==> src/rtl/wallclock_pkg.sv <==
`default_nettype none
//==============================================================================
// Module   : wallclock_pkg
// Brief    : Shared mode encodings and BCD helpers for the wall-clock controller.
// Revision : 1.0 - initial release
//==============================================================================
package wallclock_pkg;

   typedef enum logic [1:0] {
      MODE_RUN      = 2'b00,
      MODE_SET_HOUR = 2'b01,
      MODE_SET_MIN  = 2'b10,
      MODE_SET_SEC  = 2'b11
   } mode_e;

   localparam logic [7:0] BCD_MAX_59 = 8'h59;

   function automatic logic [7:0] bcd_max(input int hour_mod);
      return (hour_mod == 12) ? 8'h11 : 8'h23;
   endfunction

   function automatic logic [7:0] bcd_inc(input logic [7:0] v);
      if (v[3:0] == 4'd9) return {v[7:4] + 4'd1, 4'd0};
      else                return {v[7:4], v[3:0] + 4'd1};
   endfunction

   function automatic logic [7:0] bcd_dec(input logic [7:0] v);
      if (v[3:0] == 4'd0) return {v[7:4] - 4'd1, 4'd9};
      else                return {v[7:4], v[3:0] - 4'd1};
   endfunction

   // Blink-mask bit ({hour,min,sec}) of the field edited in a given mode.
   function automatic logic [2:0] mode_field(input mode_e m);
      case (m)
         MODE_SET_HOUR: return 3'b100;
         MODE_SET_MIN:  return 3'b010;
         MODE_SET_SEC:  return 3'b001;
         default:       return 3'b000;
      endcase
   endfunction

endpackage
`default_nettype wire

==> src/rtl/bcd_mod_counter.sv <==
`default_nettype none
//==============================================================================
// Module   : bcd_mod_counter
// Brief    : Two-digit BCD up/down counter, range 00..MAX_BCD, wrapping both ways.
// Revision : 1.0 - initial release
//==============================================================================
module bcd_mod_counter
   import wallclock_pkg::*;
#(
   parameter logic [7:0] MAX_BCD = BCD_MAX_59
) (
   input  logic       clk,
   input  logic       reset,
   input  logic       inc,
   input  logic       dec,
   output logic [7:0] q,
   output logic       wrap
);

   logic [7:0] r_q;
   logic       r_wrap;

   // Simultaneous inc and dec cancel out.
   always_ff @(posedge clk or negedge reset) begin
      if (!reset) begin
         r_q    <= 8'h00;
         r_wrap <= 1'b0;
      end else begin
         r_wrap <= 1'b0;
         if (inc && !dec) begin
            if (r_q == MAX_BCD) begin
               r_q    <= 8'h00;
               r_wrap <= 1'b1;
            end else begin
               r_q <= bcd_inc(r_q);
            end
         end else if (dec && !inc) begin
            r_q <= (r_q == 8'h00) ? MAX_BCD : bcd_dec(r_q);
         end
      end
   end

   assign q    = r_q;
   assign wrap = r_wrap;

endmodule
`default_nettype wire

==> src/rtl/wallclock_ctrl.sv <==
`default_nettype none
//==============================================================================
// Module   : wallclock_ctrl
// Brief    : Wall-clock timekeeping: sec/min/hour BCD chain, set-time FSM, blink.
// Revision : 1.0 - initial release
//==============================================================================
module wallclock_ctrl
   import wallclock_pkg::*;
#(
   parameter int HOUR_MOD     = 24,
   parameter int BLINK_CYCLES = 25_000_000
) (
   input  logic       clk,
   input  logic       reset,
   input  logic       tick_1hz,
   input  logic       btn_mode,
   input  logic       btn_inc,
   input  logic       btn_dec,
   output logic [7:0] sec_bcd,
   output logic [7:0] min_bcd,
   output logic [7:0] hour_bcd,
   output logic [1:0] mode,
   output logic [2:0] blink_mask,
   output logic       sec_carry,
   output logic       min_carry
);

   localparam int                   c_blink_w    = (BLINK_CYCLES > 1) ? $clog2(BLINK_CYCLES) : 1;
   localparam logic [c_blink_w-1:0] c_blink_last = c_blink_w'(BLINK_CYCLES - 1);

   mode_e                r_mode;
   logic [c_blink_w-1:0] r_blink_cnt;
   logic                 r_phase;
   logic [2:0]           r_blink_mask;
   logic                 r_sec_carry;
   logic                 r_min_carry;

   logic w_run_tick, w_adj_inc, w_adj_dec, w_sec_top, w_min_top;
   logic w_sec_inc, w_sec_dec, w_min_inc, w_min_dec, w_hour_inc, w_hour_dec;
   logic w_blink_restart;
   logic w_sec_wrap_unused, w_min_wrap_unused, w_hour_wrap_unused;

   // A mode press overrides inc/dec; inc together with dec is discarded.
   assign w_run_tick = tick_1hz && (r_mode == MODE_RUN);
   assign w_adj_inc  = (r_mode != MODE_RUN) && btn_inc && !btn_dec && !btn_mode;
   assign w_adj_dec  = (r_mode != MODE_RUN) && btn_dec && !btn_inc && !btn_mode;
   assign w_sec_top  = (sec_bcd == BCD_MAX_59);
   assign w_min_top  = (min_bcd == BCD_MAX_59);

   assign w_sec_inc  = w_run_tick || (w_adj_inc && r_mode == MODE_SET_SEC);
   assign w_sec_dec  = w_adj_dec && (r_mode == MODE_SET_SEC);
   assign w_min_inc  = (w_run_tick && w_sec_top) || (w_adj_inc && r_mode == MODE_SET_MIN);
   assign w_min_dec  = w_adj_dec && (r_mode == MODE_SET_MIN);
   assign w_hour_inc = (w_run_tick && w_sec_top && w_min_top) ||
                       (w_adj_inc && r_mode == MODE_SET_HOUR);
   assign w_hour_dec = w_adj_dec && (r_mode == MODE_SET_HOUR);

   assign w_blink_restart = btn_mode || btn_inc || btn_dec || (r_mode == MODE_RUN);

   bcd_mod_counter #(.MAX_BCD(BCD_MAX_59)) u_sec (
      .clk(clk), .reset(reset), .inc(w_sec_inc), .dec(w_sec_dec),
      .q(sec_bcd), .wrap(w_sec_wrap_unused)
   );

   bcd_mod_counter #(.MAX_BCD(BCD_MAX_59)) u_min (
      .clk(clk), .reset(reset), .inc(w_min_inc), .dec(w_min_dec),
      .q(min_bcd), .wrap(w_min_wrap_unused)
   );

   bcd_mod_counter #(.MAX_BCD(bcd_max(HOUR_MOD))) u_hour (
      .clk(clk), .reset(reset), .inc(w_hour_inc), .dec(w_hour_dec),
      .q(hour_bcd), .wrap(w_hour_wrap_unused)
   );

   // Carries come from the run-mode chain only, so set-mode wraps never pulse them.
   always_ff @(posedge clk or negedge reset) begin
      if (!reset) begin
         r_mode       <= MODE_RUN;
         r_blink_cnt  <= '0;
         r_phase      <= 1'b0;
         r_blink_mask <= 3'b000;
         r_sec_carry  <= 1'b0;
         r_min_carry  <= 1'b0;
      end else begin
         r_sec_carry <= w_run_tick && w_sec_top;
         r_min_carry <= w_run_tick && w_sec_top && w_min_top;

         if (btn_mode) begin
            unique case (r_mode)
               MODE_RUN:      r_mode <= MODE_SET_HOUR;
               MODE_SET_HOUR: r_mode <= MODE_SET_MIN;
               MODE_SET_MIN:  r_mode <= MODE_SET_SEC;
               MODE_SET_SEC:  r_mode <= MODE_RUN;
            endcase
         end

         // Restart shows the field; mode is stable whenever the phase toggles.
         if (w_blink_restart) begin
            r_blink_cnt  <= '0;
            r_phase      <= 1'b0;
            r_blink_mask <= 3'b000;
         end else if (r_blink_cnt == c_blink_last) begin
            r_blink_cnt  <= '0;
            r_phase      <= !r_phase;
            r_blink_mask <= r_phase ? 3'b000 : mode_field(r_mode);
         end else begin
            r_blink_cnt  <= r_blink_cnt + 1'b1;
         end
      end
   end

   assign mode       = r_mode;
   assign blink_mask = r_blink_mask;
   assign sec_carry  = r_sec_carry;
   assign min_carry  = r_min_carry;

endmodule
`default_nettype wire
==> config.mk <==
export PLATFORM = sky130hd
export DESIGN_NAME = wallclock_ctrl
export DESIGN_NICKNAME = d
export VERILOG_FILES = /design/src/rtl/wallclock_pkg.sv /design/src/rtl/bcd_mod_counter.sv /design/src/rtl/wallclock_ctrl.sv
export SDC_FILE = /design/constraint.sdc
export NUM_CORES = 1
export LEC_CHECK = 0
export CAP_MARGIN = 20
export CORE_MARGIN = 2
export CORE_UTILIZATION = 55
export CTS_CLUSTER_SIZE = 14
export DETAILED_ROUTE_END_ITERATION = 10
export PLACE_DENSITY_LB_ADDON = 0.25
export SYNTH_ARGS = -nofsm -noshare
export SYNTH_HDL_FRONTEND = slang
export SYNTH_SLANG_ARGS = --single-unit
==> constraint.sdc <==
create_clock -name clk -period 3.5 [get_ports clk]
set_input_delay 0.35 -clock clk [delete_from_list [all_inputs] [get_ports clk]]
set_output_delay 0.35 -clock clk [all_outputs]
set_load 0.01 [all_outputs]
==> impl_metrics.py, run 1 <==
metrics = {
    "die": {
        "start_util_pct": 57.2,
        "row_count": 30,
        "io-pin-count": 37,
        "die_y_microns": 88.3,
        "coreArea_sq_um": 6830,
        "die_w_microns": 88.3,
        "dieArea_sq_um": 7790,
    },
    "logic_synthesis": {
        "synth_top_area_share_pct": 36.5,
        "synth_area_leaders": "dfrtp_1 37%, ha_1 9.0%, nor3_1 3.6%, nand2_1 2.9%, o21ai_0 2.7%",
        "synthesis.nets": 457,
        "synth_top_cell_by_area": "dfrtp_1",
        "yosysMostFrequentCell": "dfrtp_1",
        "netlist_area_sq_um": 3900,
        "synth-seq-cells": 57,
        "synthCells": 423,
        "synth_top_cells_by_count": "57 x dfrtp_1, 30 x nand2_1, 28 x ha_1, 28 x nor3_1, 24 x inv_1",
        "ys_seq_area_share_pct": 36.5,
        "synthArstFlopShare_pct": 100,
        "synthFlopType": "dfrtp_1",
        "synth-edff-count": 0,
        "syn_avg_cell_area_sq_um": 9.23,
        "synth_cell_type_count": 69,
        "yosysWarnings": 0,
    },
    "clock_tree": {
        "clock_sinks": 57,
        "cts.clk_slew.worst_paths_ns": 0.06,
        "clock_latency_ns": 0.34,
        "clock_path_buffers": 2,
        "htree_levels": 3,
        "cts_buffers": 9,
        "root_buffer": "clkbuf_8",
        "cts_tree": "yes",
    },
    "run_status": {
        "status": "completed",
    },
    "critical_path": {
        "crit_chain": "ha_1, nand3b_1, nor3_1, and3_1, a21o_1, ha_1, and4b_1, a41oi_1, a221oi_1, a31oi_1",
        "setup.worst_path.class": "flip-flop to flip-flop",
        "crit_top_cell": "ha_1",
        "slowest_stage": "dfrtp_1",
        "required_ns": 3.68,
        "critPathMaxFanout": 9,
        "arrival_ns": 3.36,
        "endpoint_kind": "flip-flop",
        "critPathMaxStageDelay_ns": 0.51,
        "startpoint_type": "flip-flop",
    },
    "grt": {
        "grt_pass1_wl_microns": 14300,
        "gr-usage-all-layers_pct": 23.1,
        "antenna_found_initial": 0,
        "grt_pass1_vias": 3165,
        "grt_start_max_net_pins": 42,
        "grt_overflow": 0,
    },
    "sta": {
        "relSlewSlack_pct": 37.0,
        "tns_ns": 0,
        "max_clock_freq_ghz": 0.314,
        "hold_violations": 0,
        "rsz0062_at_grt": "no",
        "fin_crit_ns": 3.18,
        "worst_pin_slew_ns": 0.945,
        "setup_viol": 0,
        "whs_ns": 0.155,
        "final.period_utilization_pct": 90.9,
        "fin_skew_ns": 0.0103,
        "slew_viol_final": 0,
    },
    "worst_hold_path": {
        "hold_path.class": "input port to asynchronous set/reset pin",
    },
    "drt": {
        "postRouteWirelength_microns": 8440,
        "ant_nets": 0,
        "routedWlPerCell_microns": 15.2,
        "num_vias": 3361,
        "drt_iter0_drc": 196,
        "remaining_drc_errors": 0,
        "dr.pass1.iters": 5,
        "routed_via_density": 6.06,
    },
    "finish": {
        "seqCellArea_sq_um": 1430,
        "fill_cells": 563,
        "antenna_cells": 0,
        "multi_input_area_sq_um": 2280,
        "drive_gt1_share_pct": 9.59,
        "nNetsFinal": 489,
        "area_delta_synth_final_pct": 14.5,
    },
    "pwr": {
        "ir_worst_vdd_mv": 0.429,
        "leakage_nw": 1.79,
        "p_per_area_nw_per_um2": 587,
    },
    "place": {
        "gp_congestion": 0.847,
        "hpwlAfterDp_microns": 5880,
        "numPortBuffers": 36,
    },
    "run": {
        "max_cap_viol_count": 0,
    },
}
power breakdown:
part / leakage, nW / internal, mW / switching (mW)
registers: 0.742 / 0.771 / 0.228
logic: 0.958 / 0.555 / 0.544
clock network: 0.0887 / 0.267 / 0.258
stage by stage:
step | power [mW] | cells | worst slack (ns) | cell area, sq um | utilization (%)
after detailed placement | 2.10 | 540 | 0.208 | 4300 | 63.0
final | 2.62 | 555 | 0.318 | 4470 | 65.5
after global routing | 2.83 | 555 | 0.0522 | 4470 | 65.5
after CTS | 2.63 | 555 | 0.241 | 4470 | 65.4
after floorplan | 1.68 | 423 | 0.707 | 3910 | -
after global placement | 2.07 | 540 | 0.335 | 4300 | 63.0
critical path, delay by kind of cell (launching register included):
kind,cells,cell delay [ns]
flops,1,0.51
simple gates,4,1.14
fa+ha+maj,2,0.64
compound gates,4,0.74
path summary, 6_finish.rpt:
check,start,end,slack (ns),cells past startpoint
max,u_sec.q[0]$_DFFE_PN0P_,u_hour.q[5]$_DFFE_PN0P_,0.32,10
min,reset,r_blink_cnt[18]$_DFF_PN0_,0.16,1
max reg2reg,u_sec.q[0]$_DFFE_PN0P_,u_hour.q[5]$_DFFE_PN0P_,0.32,10
min reg2reg,r_blink_cnt[0]$_DFF_PN0_,r_blink_cnt[0]$_DFF_PN0_,0.50,1
max in group asynchronous,reset,r_blink_cnt[14]$_DFF_PN0_,2.56,2
min in group clk,r_blink_cnt[0]$_DFF_PN0_,r_blink_cnt[0]$_DFF_PN0_,0.50,1
metal layers:
metal,vias to the layer above,wire (microns),global-route usage (%)
met5,-,0,0
met4,0,139,8.26
met3,14,329,5.50
met2,83,4000,35.5
met1,1608,3970,32.0
li1,1656,-,-
registers in the layout (all words and copies together), names as in the netlist:
register,cells
sec_carry,1
u_hour.q,8
u_sec.q,8
blink_mask,3
u_min.q,8
r_blink_cnt,25
min_carry,1
r_phase,1
mode,2
cells in the final DEF, fill, tap and decap left out, types with 3 or more instances in the layout:
cell and count:
nor2_1 18, a21oi_1 19, clkdlybuf4s50_1 35, o31ai_1 10
xnor2_1 8, or3_1 5, clkbuf_8 10, nor2b_1 5
nand4_1 4, a211oi_2 5, clkinv_2 4, xor2_1 6
mux2i_1 3, and3_1 8, nand2b_1 4, nand3b_1 3
nor4_1 3, o21ai_0 21, buf_4 5, a221oi_1 3
nand2_1 30, a22o_1 3, nor3_1 28, a31oi_1 4
inv_1 24, o32ai_1 3, ha_1 28, and3b_1 4
a21o_1 4, dfrtp_1 57, or4b_2 5, or4_1 7
o22ai_1 3, nor3b_1 4, a211oi_1 12, nand3_1 17
timing repair:
action,in CTS,in global routing
endpoints found under the setup margin,0,1
buffers inserted,0,0
hold buffers,0,0
gates resized for setup,0,1
endpoints found under the hold margin,0,0
layout make-up:
class | instances | share of cell area (%)
Timing Repair Buffer | 41 | 8.79
Multi-Input combinational cell | 322 | 51.0
Inverter | 24 | 2.01
Clock inverter | 4 | 0.448
Sequential cell | 57 | 31.9
Tap cell | 96 | 2.69
Clock buffer | 11 | 3.16
cell families after synthesis:
kind of cell               synth area share (%)
adders and majority gates                  8.97
DFF                                        36.5
xor gates and xnor gates                   3.14
AOI/OAI and AO/OA                          20.0
muxes                                      1.35
and+or+nand+nor                            24.8
buffers and inverters                      5.22
(Power assumes the default switching activity.)
==> run 2, diff against run 1 <==
- ABC_AREA: unset -> 1
- CORE_UTILIZATION: 55 -> 45
==> impl_metrics.py, run 2 <==
metrics = {
    "pwr": {
        "leakage_nw": 2.17,
        "p_per_area_nw_per_um2": 617,
        "ir_worst_vdd_mv": 0.451,
    },
    "logic_synthesis": {
        "synthCells": 540,
        "syn_avg_cell_area_sq_um": 7.27,
        "synthFlopType": "dfrtp_1",
        "synthesis.nets": 574,
        "yosysMostFrequentCell": "nand2_1",
        "synth_area_leaders": "dfrtp_1 36%, nand2_1 14%, ha_1 8.9%, nor2_1 7.5%, inv_1 6.5%",
        "synth_top_cells_by_count": "147 x nand2_1, 78 x nor2_1, 68 x inv_1, 57 x dfrtp_1, 43 x nand3_1",
        "netlist_area_sq_um": 3930,
        "synth-seq-cells": 57,
        "synth-edff-count": 0,
        "synth_top_cell_by_area": "dfrtp_1",
        "yosysWarnings": 0,
        "ys_seq_area_share_pct": 36.3,
        "synthArstFlopShare_pct": 100,
        "synth_cell_type_count": 33,
        "synth_top_area_share_pct": 36.3,
    },
    "die": {
        "die_y_microns": 97.4,
        "die_w_microns": 97.4,
        "dieArea_sq_um": 9490,
        "io-pin-count": 37,
        "row_count": 34,
        "coreArea_sq_um": 8590,
        "start_util_pct": 45.7,
    },
    "grt": {
        "grt.busiest_layer": "met2",
        "use_met2_pct": 33.4,
        "grt_overflow": 0,
        "antenna_found_initial": 0,
        "grt_pass1_wl_microns": 15500,
        "gr-usage-all-layers_pct": 19.8,
        "use_met3_pct": 4.17,
        "grt_pass1_vias": 3505,
        "use_met1_pct": 24.6,
        "grt_start_max_net_pins": 38,
    },
    "drt": {
        "num_vias": 3531,
        "routedWlPerCell_microns": 12.6,
        "routed_via_density": 5.06,
        "drt_iter0_drc": 182,
        "postRouteWirelength_microns": 8770,
        "dr.pass1.iters": 4,
        "ant_nets": 0,
        "remaining_drc_errors": 0,
    },
    "clock_tree": {
        "cts_resized": 0,
        "cts.clk_slew.worst_paths_ns": 0.07,
        "clock_path_buffers": 2,
        "clock_latency_ns": 0.34,
        "holdBufCountCts": 0,
        "cts_tree": "yes",
        "root_buffer": "clkbuf_8",
        "htree_levels": 3,
        "cts_buffers": 9,
        "cts_setup_buffers": 0,
        "clock_sinks": 57,
    },
    "critical_path": {
        "setup.worst_path.class": "flip-flop to flip-flop",
        "r2r_cells": 14,
        "required_ns": 3.73,
        "endpoint_kind": "flip-flop",
        "arrival_ns": 2.86,
        "startpoint_type": "flip-flop",
        "critPathMaxFanout": 6,
    },
    "finish": {
        "drive_gt1_share_pct": 6.27,
        "largest_reg_flops": 25,
        "antenna_cells": 0,
        "design_area_sq_um": 4660,
        "post-route-util_pct": 54.2,
        "final_cell_mix": "147 x nand2_1, 78 x nor2_1, 68 x inv_1, 57 x dfrtp_1, 43 x nand3_1",
        "nNetsFinal": 619,
        "largest-register": "r_blink_cnt",
        "layout_commonest_cell": "nand2_1",
        "area_delta_synth_final_pct": 18.6,
    },
    "place": {
        "dpl-instance-area_sq_um": 4400,
        "hpwlAfterDp_microns": 6490,
        "gp_congestion": 0.902,
        "numPortBuffers": 36,
    },
    "sta": {
        "worst_pin_slew_ns": 0.879,
        "setup_viol": 0,
        "final.period_utilization_pct": 75.1,
        "fin_crit_ns": 2.63,
        "hold_violations": 0,
        "whs_ns": 0.126,
        "relSlewSlack_pct": 41.4,
        "max_clock_freq_ghz": 0.380,
        "slew_viol_final": 0,
        "rsz0062_at_grt": "no",
        "tns_ns": 0,
        "fin_skew_ns": 0.0127,
    },
    "worst_hold_path": {
        "hold_path.class": "input port to asynchronous set/reset pin",
    },
    "run_status": {
        "status": "completed",
    },
    "run": {
        "max_cap_viol_count": 0,
    },
}
[run 2: cell count changes in the layout (fill, tap and decap cells not counted), moves of 8 or more]
| cell | change |
|---|---|
| a211oi_1 | -12 |
| a21oi_1 | -11 |
| and3_1 | -8 |
| inv_1 | +44 |
| nand2_1 | +117 |
| nand3_1 | +26 |
| nor2_1 | +60 |
| nor3_1 | -22 |
| o31ai_1 | -9 |
| xor2_1 | +10 |
[run 2: final timing paths]
check                                       startpoint                         to  slack, ns
worst max-delay path            u_sec.q[1]$_DFFE_PN0P_    u_hour.q[5]$_DFFE_PN0P_       0.87
worst min-delay path                             reset  r_blink_cnt[20]$_DFF_PN0_       0.13
worst max register to register  u_sec.q[1]$_DFFE_PN0P_    u_hour.q[5]$_DFFE_PN0P_       0.87
worst min register to register     r_phase$_DFFE_PN0P_        r_phase$_DFFE_PN0P_       0.48
max in group asynchronous                        reset     u_min.q[0]$_DFFE_PN0P_       2.57
min in group clk                   r_phase$_DFFE_PN0P_        r_phase$_DFFE_PN0P_       0.48
[run 2: power breakdown]
part           switching (mW)  internal (mW)  total, mW
Sequential              0.179          0.767      0.946
Combinational           0.641          0.505       1.15
Clock                   0.270          0.514      0.784
Total                    1.09           1.79       2.87
[run 2: kinds of logic (layout without fill, tap and decap cells)]
group           after synthesis  count (layout)  synth area share [%]
buf+inv                      72             122                  7.11
simple gates                307             307                  34.5
xor+xnor                     25              25                  5.58
fa+ha+maj                    28              28                  8.92
flops                        57              57                  36.3
compound gates               51              51                  7.52
[run 2: layout make-up]
type	instances	area, sq um
Clock buffer	12	155
Clock inverter	4	98.8
Fill cell	790	3940
Inverter	69	259
Multi-Input combinational cell	411	2220
Sequential cell	57	1430
Tap cell	108	135
Timing Repair Buffer	37	363
[run 2: stage by stage]
stage               instances  setup slack (ns)  power, mW
floorplan                 540              1.28       1.68
global placement          682              1.06       2.08
detailed placement        682             0.924       2.10
CTS                       698             0.895       2.90
global route              698             0.510       3.10
finish                    698             0.871       2.87
[run 2: worst max-delay path, cell delays in order, from the launching register on]
cell and delay (ns):
dfrtp_1 0.44, inv_1 0.12, ha_1 0.17, nand3_1 0.14, nor2_1 0.13, nand3_1 0.14
o22ai_1 0.22, ha_1 0.34, inv_1 0.17, nor2_4 0.16, nand2_1 0.08, nand2_1 0.14
inv_1 0.11, nand2_1 0.09, o21ai_2 0.05
[run 2: per-layer routing]
| metal | wire length, microns | vias to the layer above |
|---|---|---|
| li1 | - | 1815 |
| met1 | 4150 | 1643 |
| met2 | 4160 | 55 |
| met3 | 267 | 18 |
| met4 | 191 | 0 |
| met5 | 0 | - |
==> run 3, diff against run 2 <==
- clock period: 3.5 -> 2.1 ns (I/O delays scaled with it)
==> impl_metrics.py, run 3 (synthesized netlist as in run 2, its figures left out) <==
metrics = {
    "finish": {
        "post-route-util_pct": 57.8,
        "nNetsFinal": 654,
        "largest_reg_flops": 25,
        "antenna_cells": 0,
        "drive_gt1_share_pct": 15.1,
        "instances_no_fill": 732,
        "final_cell_mix": "146 x nand2_1, 75 x nor2_1, 60 x inv_1, 56 x dfrtp_1, 39 x nand3_1",
        "fill_cells": 808,
        "largest-register": "r_blink_cnt",
        "design_area_sq_um": 4960,
        "area_delta_synth_final_pct": 26.4,
        "layout_commonest_cell": "nand2_1",
    },
    "sta": {
        "hold_violations": 0,
        "relSlewSlack_pct": 70.7,
        "whs_ns": 0.302,
        "fin_crit_ns": 1.99,
        "final.period_utilization_pct": 95.0,
        "worst_pin_slew_ns": 0.439,
        "slew_viol_final": 0,
        "fin_skew_ns": 0.00973,
        "setup_viol": 0,
        "max_clock_freq_ghz": 0.502,
    },
    "critical_path": {
        "arrival_ns": 2.21,
        "startpoint_type": "flip-flop",
        "critPathMaxFanout": 5,
        "setup.worst_path.class": "flip-flop to flip-flop",
        "required_ns": 2.31,
        "endpoint_kind": "flip-flop",
    },
    "run": {
        "max_cap_viol_count": 0,
    },
    "drt": {
        "routedWlPerCell_microns": 12.4,
        "remaining_drc_errors": 0,
        "dr.max_layer_used": "met4",
        "dr.pass1.iters": 4,
        "routed_via_density": 5.06,
        "dr_wl_met3_microns": 303,
        "num_vias": 3706,
        "postRouteWirelength_microns": 9060,
        "drt_iter0_drc": 132,
        "ant_nets": 0,
        "met1Wirelength_microns": 4210,
        "wl_met2_microns": 4400,
    },
    "place": {
        "numPortBuffers": 36,
        "gp_congestion": 0.944,
        "dpl-instance-area_sq_um": 4640,
        "hpwlAfterDp_microns": 6770,
        "placed_cells": 711,
    },
    "grt": {
        "grt_pass1_vias": 3560,
        "grt_pass1_wl_microns": 15700,
        "grt_start_max_net_pins": 25,
        "gr-usage-all-layers_pct": 19.8,
        "grt_overflow": 0,
        "antenna_found_initial": 0,
    },
    "pwr": {
        "total_power_mw": 4.91,
        "p_per_area_nw_per_um2": 989,
        "ir_worst_vdd_mv": 0.789,
        "leakage_nw": 2.30,
    },
    "clock_tree": {
        "cts_buffers": 9,
        "clock_latency_ns": 0.34,
        "cts.clk_slew.worst_paths_ns": 0.07,
        "clock_sinks": 57,
        "htree_levels": 3,
        "cts_tree": "yes",
        "clock_path_buffers": 2,
        "root_buffer": "clkbuf_8",
    },
    "die": {
        "coreArea_sq_um": 8590,
        "start_util_pct": 45.7,
        "die_y_microns": 97.4,
        "dieArea_sq_um": 9490,
        "io-pin-count": 37,
        "die_w_microns": 97.4,
        "row_count": 34,
    },
    "run_status": {
        "status": "completed",
    },
    "worst_hold_path": {
        "hold_path.class": "input port to asynchronous set/reset pin",
    },
}
run 3: cell count changes in the layout (fill, tap and decap cells not counted), moves of 3 or more:
cell     change
ha_2         +4
o21ai_1      +3
nand3_1      -4
buf_4       +34
inv_2        +8
o21ai_0      -3
inv_1        -8
nor2_1       -3
ha_1         -6
run 3: worst paths after layout:
path	slack, ns	cells after the start	end	start
min reg2reg	0.48	2	r_phase$_DFFE_PN0P_	r_phase$_DFFE_PN0P_
max	0.11	13	u_hour.q[4]$_DFFE_PN0P_	u_sec.q[5]$_DFFE_PN0P_
max in group asynchronous	1.14	3	u_sec.q[1]$_DFFE_PN0P_	reset
min	0.30	2	r_blink_cnt[13]$_DFF_PN0_	reset
min in group clk	0.48	2	r_phase$_DFFE_PN0P_	r_phase$_DFFE_PN0P_
max reg2reg	0.11	13	u_hour.q[4]$_DFFE_PN0P_	u_sec.q[5]$_DFFE_PN0P_
run 3: timing repair:
| item | CTS | global route |
|---|---|---|
| gates resized for setup | 1 | 26 |
| endpoints found under the setup margin | 1 | 24 |
| buffers inserted | 0 | 5 |
| pin swaps | 0 | 9 |
| endpoints found under the hold margin | 13 | 0 |
| hold buffers | 1 | 0 |
| cloned | 0 | 0 |
run 3: critical path, cell delays in order (launching register included):
cell and delay, ns:
dfrtp_1 0.37, inv_1 0.08, ha_2 0.19, nand3_4 0.09
nor2_4 0.14, nand3_4 0.09, o22ai_4 0.15, ha_2 0.21
inv_2 0.06, nor2_4 0.10, nand2_1 0.08, nand2_2 0.11
buf_4 0.11, o21ai_0 0.07
run 3: per-layer routing:
layer	track usage (%)	vias to the layer above
met5	0	-
met4	5.66	0
met3	4.32	14
met2	33.7	80
met1	25.4	1728
li1	-	1884
run 3: layout make-up:
cell class	instances	area (sq um)	share of cell area [%]
Timing Repair Buffer	72	628	12.7
Clock buffer	12	155	3.13
Sequential cell	57	1430	28.8
Clock inverter	3	40.0	0.806
Multi-Input combinational cell	411	2320	46.7
Tap cell	108	135	2.72
Inverter	69	259	5.22
run 3: per-stage QoR:
step	TNS [ns]	setup WS (ns)
2_1_floorplan	0	0.0194
3_3_place_gp	0	0.0255
3_5_place_dp	-0.232	-0.0602
4_1_cts	0	0.00358
5_1_grt	-0.111	-0.0322
6_report	0	0.106
run 3: power breakdown:
group / internal (mW) / switching, mW / total [mW]
Sequential: 1.28 / 0.191 / 1.47
Clock: 0.602 / 0.429 / 1.03
Combinational: 1.09 / 1.31 / 2.41
Total: 2.98 / 1.93 / 4.91
==> RTL change, RTL diff (flow settings as in run 3) <==
Set the parameter `BLINK_CYCLES` to 50_000_000 (it was 25_000_000).
--- a/src/rtl/wallclock_ctrl.sv
+++ b/src/rtl/wallclock_ctrl.sv
@@ -10,3 +10,3 @@
    parameter int HOUR_MOD     = 24,
-   parameter int BLINK_CYCLES = 25_000_000
+   parameter int BLINK_CYCLES = 50_000_000
 ) (
Behaviour: no difference found for any inputs over 10 cycles, from zero or initial values and one cycle with reset low; that may be too few to reach the edited logic, so the function may still have changed.
==> RTL change against run 3 <==
  * Maximum frequency fell by 0.21%
  * Area after synthesis rose by 5.4%
  * Worst setup slack got worse by 0.0042 ns
  * Sequential cell count rose by 1
  * Total power fell by 1.2%
  * Global-route usage rose by 1.4 points
  * Final area rose by 7.3%
  * First-iteration DRC count rose by 42%
  * Wire length rose by 12%
  * Via count rose by 7.3%
  * Critical endpoint is now u_hour.q[0]
  * Highest routed layer unchanged
==> RTL change: results (changes against run 3) <==
The share of Yosys cell area claimed by the top area cell type came out at 35.1% (was 36.3%). The clock tree skew after final layout is 0.00683 ns (was 0.00973 ns). The number of clock buffers inserted by TritonCTS came to 9 (unchanged). The starting DRC count in detailed routing was 187 (was 132). The number of flip-flops under the largest register name is 26 (was 25). Leading post-synthesis cells by cell area: dfrtp_1 (35%), nand2_1 (14%), ha_1 (9.4%) (was dfrtp_1 (36%), nand2_1 (14%), ha_1 (8.9%)). The number of antenna violations at the first check in global routing is 0 (unchanged).

The count of input and output buffers came out at 36 (unchanged). The cell area reported after detailed placement is 0.00492 mm² (was 0.00464 mm²). The register bank with the most flops was r_blink_cnt (unchanged).

The library cell contributing the largest single delay on the critical path is dfrtp_1 (unchanged). Result of the run: finished, final reports clean (unchanged). The maximum VDD drop was 0.000582 V (was 0.000789 V). The highest net fanout along the worst path is 5 (unchanged).

The root buffer cell is clkbuf_8 (unchanged). The number of nets produced by synthesis came out at 620 (was 574). The placement-stage worst setup slack came out at -0.147 ns (was -0.0602 ns).

The count of inserted antenna diode cells came out at 0 (unchanged). The worst hold path class was in2async (unchanged). The leakage power figure is 0.00237 µW (was 0.00230 µW). The wire length of the first global-routing pass was 17.1 mm (was 15.7 mm). Most used standard cells in the synthesized netlist: nand2_1 (154), nor2_1 (91), inv_1 (76) (was nand2_1 (147), nor2_1 (78), inv_1 (68)).

The part of the Yosys area used for sequential elements was 35.1% (was 36.3%). The total number of yosys warnings was 0 (unchanged). The post-detailed-placement half-perimeter wirelength came out at 7.69 mm (was 6.77 mm). The depth of the worst register-to-register path was 13 (unchanged).

The tightest slew margin relative to the limit is 65.6% (was 70.7%). The number of global-route vias before repair came out at 3,830 (was 3,560). The share of flip-flops with an asynchronous set or reset is 100% (unchanged). The fraction of met1 tracks used by global routing was 27.0% (was 25.4%). The filler cell count is 784 (was 808). The count of cell types in the netlist is 31 (was 33). The CTS H-tree depth is 3 (unchanged). The top cell family by delay on the critical path is simple AND/OR/NAND/NOR gates (unchanged). The share of final-layout standard cells stronger than drive strength 1 is 18.3% (was 15.1%). The met3 routing resource usage after global routing came out at 5.29% (was 4.32%). The maximum number of pins on one net before global-route repair is 39 (was 25). The arrival time of data at the critical path endpoint is 2.21 ns (about the same). The global-route track usage on met2 came out at 35.5% (was 33.7%). The via count was 3,975 (was 3,706). For the worst-skew pair, the clock arrives at the later sink with an insertion delay of 0.33 ns. The largest buffer count on any clock path was 2 (unchanged). The routed wire length per instance came out at 13.0 µm (was 12.4 µm). The longest individual stage delay on the worst path came out at 0.40 ns (was 0.37 ns). After clock tree synthesis, the clock-pin slew on the worst setup and hold paths is 0.06 ns. The number of iterations in the first detailed-routing pass is 7 (was 4). The weighted congestion reported at the end of routability-driven placement came out at 0.925 (was 0.944). The number of nets in the final layout is 712 (was 654). The overall track demand over capacity in global routing is 21.2% (was 19.8%).
[RTL change: cell types whose count changed after synthesis, moves of 3 or more]
cell	before	now
ha_1	28	31
nand3_1	43	50
o21ai_0	27	30
nor3_1	6	3
nand2_1	147	154
inv_1	68	76
nand2_2	3	7
nor2_1	78	91
[RTL change: metrics by stage]
| step | TNS [ns] | instances | util, % |
|---|---|---|---|
| global placement | -0.222 | 761 | 55.8 |
| detailed placement | -1.21 | 761 | 55.8 |
| global route | -0.0819 | 784 | 60.5 |
| floorplan | 0 | 583 | - |
| finish | 0 | 784 | 60.5 |
| CTS | 0 | 776 | 58.2 |
[RTL change: area by class of cell]
class | instances | area share (%)
multi-input combinational | 441 | 47.5
sequential | 58 | 27.3
timing repair buffer | 87 | 14.1
inverter | 78 | 5.50
tap | 108 | 2.54
clock buffer | 11 | 2.47
clock inverter | 1 | 0.564
[RTL change: timing repair]
| item | in CTS | in global routing |
|---|---|---|
| gates resized for setup | 8 | 44 |
| endpoints found under the setup margin | 7 | 24 |
| pin swaps | 5 | 9 |
| setup buffers | 2 | 8 |
| hold buffers | 1 | 0 |
| hold endpoints to repair | 20 | 0 |
[RTL change: worst paths after layout]
path / from / endpoint / slack, ns
setup / recovery: u_sec.q[5] / u_hour.q[0] / 0.10
hold / removal: reset / u_sec.q[7] / 0.38
setup reg to reg: u_sec.q[5] / u_hour.q[0] / 0.10
hold reg to reg: blink_mask[2] / blink_mask[2] / 0.49
max in group asynchronous: reset / u_min.q[5] / 1.12
min in group clk: blink_mask[2] / blink_mask[2] / 0.49
[RTL change: worst reg2reg max path: cells and delay by family, from the launching register on]
family | cells | cell delay, ns
AND/OR/NAND/NOR | 5 | 0.44
buffers and inverters | 4 | 0.43
flip-flops | 1 | 0.40
AO/OA/AOI/OAI | 2 | 0.33
adder cells (fa/ha/maj) | 2 | 0.31
[RTL change: cell families after synthesis]
family	share of synthesized area [%]
AND/OR/NAND/NOR	34.7
buffers and inverters	7.89
flip-flops	35.1
AO/OA/AOI/OAI	6.98
adder cells (fa/ha/maj)	9.37
XOR/XNOR	5.71
multiplexers	0.242
[RTL change: report_power, final]
| part | switching, µW | internal (µW) | total, µW |
|---|---|---|---|
| clock | 405 | 523 | 927 |
| sequential | 191 | 1300 | 1490 |
| combinational | 1270 | 1160 | 2440 |
[RTL change: metal layers]
layer / wire length [µm] / vias to the layer above / share of wire (%)
met1: 4490 / 1833 / 44
li1: - / 2031 / -
met4: 216 / 0 / 2.1
met2: 5000 / 90 / 49
met3: 476 / 21 / 4.7
met5: 0 / - / 0
